[src/rtl/alu_issue_ctrl.sv]
// Issue stage in front of the 16-bit ALU: holds operands until the ALU's registered
// flags settle, then captures result and flags for downstream. Optional macro: ALU_ISSUE_CHAIN_EN.
module alu_issue_ctrl #(
  parameter int         WIDTH        = 16,
  parameter logic [2:0] OPCODE_ARITH = 3'd5
) (
  input  logic             iClock,
  input  logic             iResetn,
  input  logic             iInValid,
  output logic             oInReady,
  input  logic [WIDTH-1:0] iInA,
  input  logic [WIDTH-1:0] iInB,
  input  logic [2:0]       iInOpcode,
  input  logic             iInChain,
  output logic [WIDTH-1:0] oAluA,
  output logic [WIDTH-1:0] oAluB,
  output logic [2:0]       oAluOpcode,
  input  logic [WIDTH-1:0] iAluAccumulator,
  input  logic             iAluCarry,
  input  logic             iAluZero,
  output logic             oOutValid,
  input  logic             iOutReady,
  output logic [WIDTH-1:0] oResult,
  output logic             oCarry,
  output logic             oZero,
  output logic             oBusy,
  output logic [1:0]       oDbgState
);

  // Handshakes: a transfer happens on a rising edge where valid and ready are both high;
  // the request side accepts only in IDLE, the response side completes only in RESP.
  typedef enum logic [1:0] {
    IDLE = 2'd0,
    EXEC = 2'd1,
    CAPT = 2'd2,
    RESP = 2'd3
  } state_t;

`ifdef ALU_ISSUE_CHAIN_EN
  localparam logic CHAIN_ON = 1'b1;
`else
  localparam logic CHAIN_ON = 1'b0;
`endif

  state_t           r_state;
  state_t           w_next_state;
  logic [WIDTH-1:0] r_alu_a;
  logic [WIDTH-1:0] r_alu_b;
  logic [2:0]       r_alu_op;
  logic [WIDTH-1:0] r_result;
  logic             r_carry;
  logic             r_zero;
  logic             w_accept;
  logic             w_capture;
  logic             w_chain_sel;
  logic             w_is_arith;
  logic [WIDTH-1:0] w_a_src;

  assign w_accept    = (r_state == IDLE) && iInValid;
  assign w_capture   = (r_state == CAPT);
  assign w_chain_sel = iInChain & CHAIN_ON;
  // Chaining feeds the last captured result back as operand A.
  assign w_a_src     = w_chain_sel ? r_result : iInA;
  assign w_is_arith  = (r_alu_op >= OPCODE_ARITH);

  always_ff @(posedge iClock or negedge iResetn) begin
    if (!iResetn) begin
      r_state <= IDLE;
    end else begin
      r_state <= w_next_state;
    end
  end

  always_comb begin
    w_next_state = r_state;
    case (r_state)
      IDLE:    if (iInValid) w_next_state = EXEC;
      EXEC:    w_next_state = CAPT;
      CAPT:    w_next_state = RESP;
      RESP:    if (iOutReady) w_next_state = IDLE;
      default: w_next_state = IDLE;
    endcase
  end

  // Operands are never cleared after completion so the ALU inputs stay quiet.
  always_ff @(posedge iClock or negedge iResetn) begin
    if (!iResetn) begin
      r_alu_a  <= '0;
      r_alu_b  <= '0;
      r_alu_op <= '0;
    end else if (w_accept) begin
      r_alu_a  <= w_a_src;
      r_alu_b  <= iInB;
      r_alu_op <= iInOpcode;
    end
  end

  // Logic ops never report a carry, whatever the ALU flag says.
  always_ff @(posedge iClock or negedge iResetn) begin
    if (!iResetn) begin
      r_result <= '0;
      r_carry  <= 1'b0;
      r_zero   <= 1'b0;
    end else if (w_capture) begin
      r_result <= iAluAccumulator;
      r_carry  <= w_is_arith ? iAluCarry : 1'b0;
      r_zero   <= iAluZero;
    end
  end

  assign oInReady   = (r_state == IDLE);
  assign oBusy      = (r_state != IDLE);
  assign oOutValid  = (r_state == RESP);
  assign oAluA      = r_alu_a;
  assign oAluB      = r_alu_b;
  assign oAluOpcode = r_alu_op;
  assign oResult    = r_result;
  assign oCarry     = r_carry;
  assign oZero      = r_zero;
  assign oDbgState  = r_state;

endmodule

[config.mk]
export PLATFORM = sky130hd
export DESIGN_NAME = alu_issue_ctrl
export DESIGN_NICKNAME = d
export VERILOG_FILES = /design/src/rtl/alu_issue_ctrl.sv
export SDC_FILE = /design/constraint.sdc
export NUM_CORES = 1
export LEC_CHECK = 0
export CAP_MARGIN = 20
export CORE_MARGIN = 4
export CORE_UTILIZATION = 39
export CTS_CLUSTER_DIAMETER = 200
export DETAILED_ROUTE_END_ITERATION = 8
export PLACE_DENSITY = 0.77
export REMOVE_ABC_BUFFERS = 1
export SLEW_MARGIN = 20
export SYNTH_ARGS = -nofsm -noshare
export SYNTH_HDL_FRONTEND = slang
export SYNTH_SLANG_ARGS = --single-unit
[constraint.sdc]
create_clock -name iClock -period 1.9 [get_ports iClock]
set_input_delay 0.38 -clock iClock [delete_from_list [all_inputs] [get_ports iClock]]
set_output_delay 0.38 -clock iClock [all_outputs]
set_load 0.01 [all_outputs]
==> reports/metrics.yaml <==
power:
  pwr_density_cell_nw_per_um2: 1630
  p_sw_share_pct: 29.6
  cellLeakagePower_nw: 1.64
  p_clk_share_pct: 10.8
  ir_drop_uv: 846
  switchingPower_mw: 1.75
  p_int_mw: 4.15
  p_comb_share_pct: 53.4
  pwr-share-seq_pct: 35.8
setup_path:
  cp_slowest_cell: "dfrtp_1"
  start_kind: "register"
  criticalPathCategory: "reg -> out"
  cp_data_arrival_time_ns: 1.40
  crit_top_cell: "inv_1"
  worstPathMaxFanout: 4
  slowest_delay_ns: 0.41
  path_cells: "inv_1, ha_2, inv_1, dlygate4sd2_1"
  cp-end-kind: "output pin"
  critical_path_required_ns: 1.52
sta:
  fin_crit_sh_pct: 93.9
  tns_ns: 0
  fin_ws_ns: 0.115
  tightest_slew_ns: 0.584
  min_period_ns: 1.78
  finalSetupViolCount: 0
  rsz0062_at_grt: "no"
  max_freq_mhz: 560
  hold_viol_final: 0
  relSlewSlack_pct: 61.1
  clock_skew_ns: 0.00345
  slew_viol_final: 0
clocking:
  clk_latency_ns: 0.30
  cts_tree: "yes"
  numCtsBuffers: 5
  h-tree-depth: 2
  cts_buffer_depth: 2
  cts_root_buffer: "clkbuf_8"
  path_clk_slew_ns: 0.09
  cts_sinks: 55
  cts_hold_buffers: 0
layout:
  fin_area_um2: 3610
  diodes: 0
  final_util_pct: 65.2
  fillCellCount: 428
  finalNetCount: 312
  multi_input_area_um2: 807
  drive_above_1_share_pct: 27.6
  seq_area_um2: 1380
  area_growth_pct: 61.0
drt:
  drt_iter0_markers: 32
  wl_um: 4860
  vias: 1471
  ant_nets: 0
  vias_per_cell: 4.57
  drc: 0
  drt_pre_antenna_iters: 4
  routedWlPerCell_um: 15.1
synth:
  synth_area_leaders: "dfrtp_1 61%, mux2_4 20%, mux2_2 12%"
  synth-edff-count: 0
  yosysMostFrequentCell: "dfrtp_1"
  synth_async_sr_flop_share_pct: 100
  yosys.area.top_type: "dfrtp_1"
  synth_commonest_cells: "55 x dfrtp_1, 30 x mux2_4, 23 x mux2_2, 5 x inv_1, 4 x ha_1"
  synth-seq-area-share_pct: 61.3
  synth_warnings: 0
  ys_types: 13
  avgSynthCellArea_um2: 17.5
  ys_ff_latch: 55
  synth.cell_area_um2: 2240
  synthCells: 128
  synth_flop_cell: "dfrtp_1"
  synth.top_cell.area_share_pct: 61.3
flow_run:
  drv_cap: 0
global_routing:
  antenna_found_initial: 0
  track_usage_pct: 14.3
  overflow: 0
  grt_max_degree: 31
  grt_pass1_wl_um: 8090
  first_global_vias: 1669
floorplan:
  die_y_um: 83.8
  fp.dieArea_um2: 7030
  start_util_pct: 40.5
  ios: 116
  core-area_um2: 5540
  row_count: 27
  chipWidth_um: 83.8
placed_design:
  port-buffer-count: 114
  gp_congestion: 0.694
  place_hpwl_um: 3700
  pre_cts_slack_ns: 0.187
  postPlaceCellArea_um2: 3520
status:
  status: "finished, final reports clean"
min_path:
  hold_path.class: "in -> async"
==> critical path, delay by kind of cell, from the launching register on <==
| family | cells | cell delay, ns |
|---|---|---|
| DFF | 1 | 0.41 |
| buffers and inverters | 3 | 0.47 |
| adders and majority gates | 1 | 0.23 |
==> cells in the final DEF, fill, tap and decap left out <==
cell type and count:
nand2_4 1, dlymetal6s2s_1 1, mux2_4 30, ha_1 3
o2111ai_1 1, nor2_1 1, dfrtp_1 55, inv_1 5
mux2_2 23, clkdlybuf4s50_1 110, mux2i_1 1, clkbuf_8 6
dlygate4sd2_1 2, o21ai_0 1, ha_2 1, buf_4 2
o22ai_1 1, buf_12 4, clkinv_2 1, buf_2 1
==> metrics by stage <==
| step | hold slack, ns | cells | power, mW |
|---|---|---|---|
| after CTS | 0.0853 | 322 | 5.99 |
| after detailed placement | 0.417 | 315 | 5.33 |
| after global routing | 0.103 | 322 | 6.26 |
| final | 0.0712 | 322 | 5.90 |
| after global placement | 0.421 | 315 | 5.29 |
| after floorplan | 0.0844 | 123 | 3.61 |
==> what timing repair did <==
| item | in CTS | in global routing |
|---|---|---|
| setup buffers | 0 | 0 |
| setup endpoints to repair | 2 | 1 |
| gates resized for setup | 3 | 1 |
==> flip-flops by register name, summed over array words and instances (netlist names) <==
| signal | cells |
|---|---|
| oAluA | 16 |
| oAluB | 16 |
| oAluOpcode | 3 |
| oCarry | 1 |
| oDbgState | 2 |
| oResult | 16 |
| oZero | 1 |
==> per-layer routing <==
metal	vias up	global-route usage [%]	share of wire (%)
met2	76	22.8	46
met4	0	3.95	0.86
met5	-	0	0
met3	4	8.49	12
met1	708	16.3	41
li1	683	-	-
==> final timing paths <==
kind,end,slack [ns],startpoint,cells past startpoint
setup / recovery,oBusy,0.12,oDbgState[0]$_DFFE_PN0P_,4
hold / removal,oAluA[15]$_DFFE_PN0P_,0.07,iResetn,1
setup reg to reg,oDbgState[1]$_DFFE_PN0P_,0.37,oDbgState[0]$_DFFE_PN0P_,5
hold reg to reg,oResult[2]$_DFFE_PN0N_,0.51,oResult[2]$_DFFE_PN0N_,1
max in group asynchronous,oDbgState[0]$_DFFE_PN0P_,1.26,iResetn,2
min in group iClock,oResult[2]$_DFFE_PN0N_,0.51,oResult[2]$_DFFE_PN0N_,1
==> cell families after synthesis <==
| family | synth area share (%) |
|---|---|
| flops | 61.3 |
| mux | 32.1 |
| buf+inv | 2.79 |
| fa+ha+maj | 2.23 |
| compound gates | 0.892 |
| simple gates | 0.669 |
==> final cells by class <==
cell class	instances	area share, %
Sequential cell	55	38.1
Timing Repair Buffer	120	34.1
Multi-Input combinational cell	63	22.3
Tap cell	72	2.49
Clock buffer	6	2.29
Inverter	5	0.520
Clock inverter	1	0.139
==> power by group through the flow <==
| stage | registers, mW | logic, mW | clock network (mW) |
|---|---|---|---|
| after floorplan | 2.39 | 1.22 | 0 |
| after global placement | 2.12 | 3.17 | 0 |
| after detailed placement | 2.11 | 3.21 | 0 |
| after CTS | 2.12 | 3.21 | 0.664 |
| after global routing | 2.20 | 3.35 | 0.715 |
| final | 2.11 | 3.15 | 0.638 |
Note: power is estimated with default switching activity, not from simulation.
